### src/rtl/axburst_split.sv
// axburst_split: turns one byte-granular DMA descriptor into a run of AXI INCR
// bursts on an AW/AR address channel.
//
// Ports:
//   clk, reset_n             clock, asynchronous active-low reset
//   cfg_valid/cfg_ready      descriptor handshake (ready only while idle)
//   cfg_sa, cfg_len, cfg_id  start byte address, byte length, burst ID
//   axid/axaddr/axlen/axsize/axburst/axvalid/axready
//                            AXI address channel (INCR only)
//   ax_strb_first            byte mask for beat 0 of the current burst
//   ax_strb_last             byte mask for the final beat of the current burst
//   done                     one-cycle pulse after the last burst is accepted
//
// ALIGN=1 ends every burst on a MAX_BL-beat boundary; ALIGN=0 issues bursts of
// up to MAX_BL beats and only splits where a BOUND boundary would be crossed.
module axburst_split #(
  parameter int AXI_DW     = 128,
  parameter int AXI_AW     = 32,
  parameter int AXI_IW     = 8,
  parameter int AXI_LW     = 8,
  parameter int AXI_SW     = 3,
  parameter int AXI_BURSTW = 2,
  parameter int MAX_BL     = 16,
  parameter int BOUND      = 4096,
  parameter int ALIGN      = 1
) (
  input  logic                    clk,
  input  logic                    reset_n,
  input  logic                    cfg_valid,
  output logic                    cfg_ready,
  input  logic [AXI_AW-1:0]       cfg_sa,
  input  logic [31:0]             cfg_len,
  input  logic [AXI_IW-1:0]       cfg_id,
  output logic [AXI_IW-1:0]       axid,
  output logic [AXI_AW-1:0]       axaddr,
  output logic [AXI_LW-1:0]       axlen,
  output logic [AXI_SW-1:0]       axsize,
  output logic [AXI_BURSTW-1:0]   axburst,
  output logic                    axvalid,
  input  logic                    axready,
  output logic [AXI_DW/8-1:0]     ax_strb_first,
  output logic [AXI_DW/8-1:0]     ax_strb_last,
  output logic                    done
);

  localparam int AXI_BYTES = AXI_DW / 8;
  localparam int L         = $clog2(AXI_BYTES);
  localparam int WAW       = AXI_AW - L;
  localparam int BPB       = BOUND / AXI_BYTES;   // beats per BOUND window
  localparam logic [AXI_BYTES-1:0] ONES = '1;

  typedef enum logic [1:0] {IDLE, BUSY, FIN} state_t;

  state_t          state, state_next;
  logic [WAW-1:0]  wa;
  logic [L-1:0]    off;
  logic [L-1:0]    eoff;
  logic [31:0]     rem;
  logic [AXI_IW-1:0] id;
  logic            first;

  logic [31:0]     wa32;
  logic [31:0]     lim;
  logic [31:0]     n;
  logic            last_burst;
  logic            cfg_acc;
  logic            ax_acc;
  logic [33:0]     rem_init;
  logic [L-1:0]    eoff_init;

  function automatic logic [31:0] min32(input logic [31:0] a, input logic [31:0] b);
    return (a < b) ? a : b;
  endfunction

  // Burst sizing: everything below depends only on registered state, so the
  // ax* outputs cannot glitch with axready.
  always_comb begin
    wa32 = 32'(wa);
    if (ALIGN != 0)
      lim = 32'(MAX_BL) - (wa32 & 32'(MAX_BL - 1));
    else
      lim = min32(32'(MAX_BL), 32'(BPB) - (wa32 & 32'(BPB - 1)));
    n          = min32(rem, lim);
    last_burst = (n == rem);
  end

  assign cfg_acc   = cfg_valid && (state == IDLE);
  assign ax_acc    = axready && (state == BUSY);
  // 34 bits so off + len + (AXI_BYTES-1) cannot overflow before the shift.
  assign rem_init  = 34'(cfg_sa[L-1:0]) + 34'(cfg_len) + 34'(AXI_BYTES - 1);
  // Only the low L bits of the end address matter, so add them modulo 2^L.
  assign eoff_init = cfg_sa[L-1:0] + cfg_len[L-1:0] - L'(1);

  // State register
  always_ff @(posedge clk or negedge reset_n) begin
    if (!reset_n) state <= IDLE;
    else          state <= state_next;
  end

  always_comb begin
    state_next = state;
    case (state)
      IDLE: if (cfg_valid) state_next = (cfg_len == 32'd0) ? FIN : BUSY;
      BUSY: if (axready && last_burst) state_next = FIN;
      FIN:  state_next = IDLE;
      default: state_next = IDLE;
    endcase
  end

  // Descriptor / progress registers
  always_ff @(posedge clk or negedge reset_n) begin
    if (!reset_n) begin
      wa    <= '0;
      off   <= '0;
      eoff  <= '0;
      rem   <= '0;
      id    <= '0;
      first <= 1'b0;
    end else if (cfg_acc) begin
      wa    <= cfg_sa[AXI_AW-1:L];
      off   <= cfg_sa[L-1:0];
      eoff  <= eoff_init;
      rem   <= 32'(rem_init >> L);
      id    <= cfg_id;
      first <= 1'b1;
    end else if (ax_acc) begin
      wa    <= wa + WAW'(n);     // wraps with the address space
      rem   <= rem - n;
      first <= 1'b0;
    end
  end

  // Address channel outputs
  assign cfg_ready     = (state == IDLE);
  assign axvalid       = (state == BUSY);
  assign done          = (state == FIN);
  assign axid          = id;
  assign axaddr        = {wa, (first ? off : L'(0))};
  assign axlen         = AXI_LW'(n - 32'd1);
  assign axsize        = AXI_SW'(L);
  assign axburst       = AXI_BURSTW'(1);
  assign ax_strb_first = first ? (ONES << off) : ONES;
  // Keep bytes 0..eoff of the final beat.
  assign ax_strb_last  = last_burst ? (ONES >> (L'(AXI_BYTES - 1) - eoff)) : ONES;

endmodule

### config.mk
export PLATFORM = sky130hd
export DESIGN_NAME = axburst_split
export DESIGN_NICKNAME = d
export VERILOG_FILES = /design/src/rtl/axburst_split.sv
export SDC_FILE = /design/constraint.sdc
export NUM_CORES = 1
export LEC_CHECK = 0
export BUFFER_PORTS_ARGS = -buffer_cell sky130_fd_sc_hd__buf_2
export CAP_MARGIN = 5
export CORE_MARGIN = 2
export CORE_UTILIZATION = 30
export DETAILED_ROUTE_END_ITERATION = 10
export GPL_ROUTABILITY_DRIVEN = 0
export REMOVE_ABC_BUFFERS = 1
export SETUP_SLACK_MARGIN = 0.3
export SYNTH_ARGS = -nofsm -noshare
export SYNTH_HDL_FRONTEND = slang
export SYNTH_SLANG_ARGS = --single-unit
export TNS_END_PERCENT = 5
### constraint.sdc
create_clock -name clk -period 5.7 [get_ports clk]
set_input_delay 0.285 -clock clk [delete_from_list [all_inputs] [get_ports clk]]
set_output_delay 0.285 -clock clk [all_outputs]
set_load 0.03 [all_outputs]
==> run_results.csv <==
group,metric,value,unit
status,outcome,"completed",
drt,wl_met3,892,um
placed_design,port_buffers,156,
power_and_ir_drop,p_leak,3.73,nW
critical_path,cp_common_cell,"buf_4",
cells_and_area,seqCellArea,1980,sq um
critical_path,endpoint_kind,"output pin",
global_routing,grt_max_degree,60,
drt,routed_wl,19.5,mm
critical_path,critPathRequiredTime,5410,ps
drt,viasPerCell,5.07,
floorplanning,num_rows,55,
critical_path,crit_path_start_kind,"flip-flop",
logic_synthesis,yosysTopAreaCellShare,28.9,%
drt,postRouteAntennaNets,0,
hold_path,hold_path_startpoint,"cfg_id[7]",
timing,fin_tns_setup,0,ps
logic_synthesis,syn-cell-area,6830,sq um
logic_synthesis,yosysWarningCount,0,
critical_path,r2r_cells,20,
timing,fmax,196,MHz
power_and_ir_drop,peakVddDrop,0.185,mV
global_routing,grt_use_total,16.6,%
floorplanning,die_y,155,um
clocking,cts_tree,"built",
critical_path,worst-path-stages,20,
critical_path,path_class,"reg -> out",
cells_and_area,syn_to_final_growth,21.7,%
critical_path,crit_chain,"nor3_1, xnor2_1, inv_1, ha_1, or2_2, a31o_2, a21oi_1, buf_4, buf_4, nand2_1, o21ai_1, buf_4, inv_1, ha_1, nand3_1, a311oi_4, and2_4, inv_2, or3_1, buf_2",
cells_and_area,antenna_cells,0,
clocking,clockBufferDepth,2,
drt,wire_per_inst,14.7,um
cells_and_area,final_cell_mix,"155 x buf_2, 134 x nand2_1, 79 x dfrtp_1, 72 x nor2_1, 59 x o21ai_0",
critical_path,cp.arrival,4820,ps
timing,period_share,89.6,%
drt,drc,0,
cells_and_area,multi_input_area,4580,sq um
logic_synthesis,synth_cell_types,75,
critical_path,cp_max_fo,10,
logic_synthesis,synth_edf_count,0,
timing,skew,11.9,ps
critical_path,crit_slowest_cell,"a311oi_4",
logic_synthesis,synth_flop_cell,"dfrtp_1",
clocking,htree_levels,3,
hold_path,whs_path_depth,3,
drt,drtIter0Drc,330,
job,maxCapViolCount,0,
clocking,numClockSinks,79,
critical_path,reg2reg_from,"wa[1]",
critical_path,cp-startpoint,"wa[1]",
global_routing,grt_pass1_wl,32.5,mm
cells_and_area,layout_commonest_cell,"buf_2",
logic_synthesis,syn_avg_cell_area,7.81,sq um
drt,met1_length,9.31,mm
critical_path,crit_path_max_incr_delay,500,ps
cells_and_area,final_cell_count_no_fill,1331,
cells_and_area,fin_nets,1163,
floorplanning,die_area,24000,sq um
floorplanning,die_x,155,um
drt,top_layer,"met4",
clocking,cts_buffers,9,
timing,layout_min_cycle_time,5110,ps
logic_synthesis,yosysSeqAreaShare,28.9,%
drt,firstDrtPassIters,5,
logic_synthesis,async_flop_share,100,%
global_routing,antenna_found_initial,0,
drt,met2_length,9.07,mm
drt,num_vias,6748,
clocking,clock_latency,350,ps
logic_synthesis,ys_seq_elements,79,
placed_design,post-dp-hpwl,14.7,mm
floorplanning,initial_core_util,30.4,%
clocking,root_buffer,"clkbuf_16",
logic_synthesis,synth.area.top_cells,"dfrtp_1 29%, ha_1 7.9%, nand2_1 7.4%",
critical_path,critical-path-top-delay-family,"simple AND/OR/NAND/NOR gates",
logic_synthesis,synth_cells,875,
power_and_ir_drop,powerDensity,543,nW/um^2
clocking,cts.clk_slew.worst_paths,70,ps
global_routing,overflow,0,
hold_path,hold_class,"in -> reg",
timing,final_hold_viol_count,0,
timing,final-setup-viol-count,0,
placed_design,placed_cells,1314,
floorplanning,coreArea,22500,sq um
floorplanning,pin_count,164,
global_routing,grt_pass1_vias,6579,
timing,relSlewSlack,23.3,%
timing,worst-slew-pin-transition,1150,ps
critical_path,critPathBufInv,7,
cells_and_area,drive_gt1_share,21.0,%
cells_and_area,nFillCells,2397,
logic_synthesis,synth_largest_area_cell,"dfrtp_1",
timing,finalMaxSlewViolations,0,
timing,rsz0062_at_grt,"yes",
cell families (layout without fill, tap and decap cells):
| logic type | Yosys count | in the layout | synth area share, % |
|---|---|---|---|
| other | 2 | 28 | 0.110 |
| AND/OR/NAND/NOR | 359 | 359 | 26.0 |
| XOR/XNOR | 65 | 65 | 8.33 |
| buffers and inverters | 91 | 236 | 5.57 |
| AO/OA/AOI/OAI | 231 | 231 | 22.1 |
| flip-flops | 79 | 79 | 28.9 |
| adder cells (fa/ha/maj) | 46 | 46 | 8.75 |
| multiplexers | 2 | 2 | 0.293 |
report_power, final:
group	internal [mW]	switching, mW	total [mW]	leakage [nW]
registers	0.776	0.243	1.02	0.932
logic	1.09	1.76	2.85	2.65
clock network	0.385	0.260	0.645	0.152
total	2.25	2.27	4.52	3.73
cell type report:
type                            count  area share, %
Timing Repair Buffer              170           10.7
Inverter                           50           2.26
Clock buffer                        9           2.71
Tap cell                          285           4.29
Sequential cell                    79           23.8
Multi-Input combinational cell    731           55.1
Clock inverter                      7           1.17
stage by stage:
stage / power, mW / instance area (sq um) / worst slack [ps] / utilization [%] / hold slack (ps)
final: 4.52 / 8320 / 594 / 37.0 / 113
after global routing: 4.94 / 8320 / 229 / 37.0 / 119
after CTS: 4.53 / 8310 / 582 / 36.9 / 101
after detailed placement: 3.86 / 7980 / 643 / 35.5 / 261
after global placement: 3.84 / 7980 / 690 / 35.5 / 253
after floorplan: 3.11 / 6740 / 642 / - / -10.6
synthesized netlist by cell type (21+ instances only):
cell type / n
nand3_1: 32
nor2_1: 72
dfrtp_1: 79
o21ai_0: 59
a31oi_1: 29
xnor2_1: 45
clkbuf_1: 30
a21oi_1: 54
nand2_1: 135
nor3_1: 21
inv_1: 49
ha_1: 43
worst min-delay path, stage by stage:
cell and delay [ps]:
buf_2 70, nand2_1 40, nand2_1 40
what timing repair did:
| action | CTS | global route |
|---|---|---|
| setup endpoints to repair | 0 | 4 |
| hold buffers | 1 | 0 |
| resized for setup | 0 | 1 |
| setup buffers | 0 | 0 |
| hold endpoints to repair | 29 | 0 |
layer usage:
layer  track usage (%)  vias up
met5                 0        -
met2              28.1      174
li1                  -     3421
met1              22.1     3132
met4              4.19        0
met3              2.95       21
registers in the layout (all words and copies together) (netlist names):
| signal | count |
|---|---|
| rem | 32 |
| wa | 28 |
| axid | 8 |
| eoff | 4 |
| off | 4 |
| state | 2 |
| first | 1 |
path summary, 6_finish.rpt:
path	to	slack (ps)
worst max-delay path	ax_strb_last[2]	590
worst min-delay path	axid[7]	110
worst max register to register	wa[27]	720
worst min register to register	axid[2]	480
max in group asynchronous	rem[21]	4250
min in group asynchronous	wa[5]	410
(Power assumes the default switching activity.)
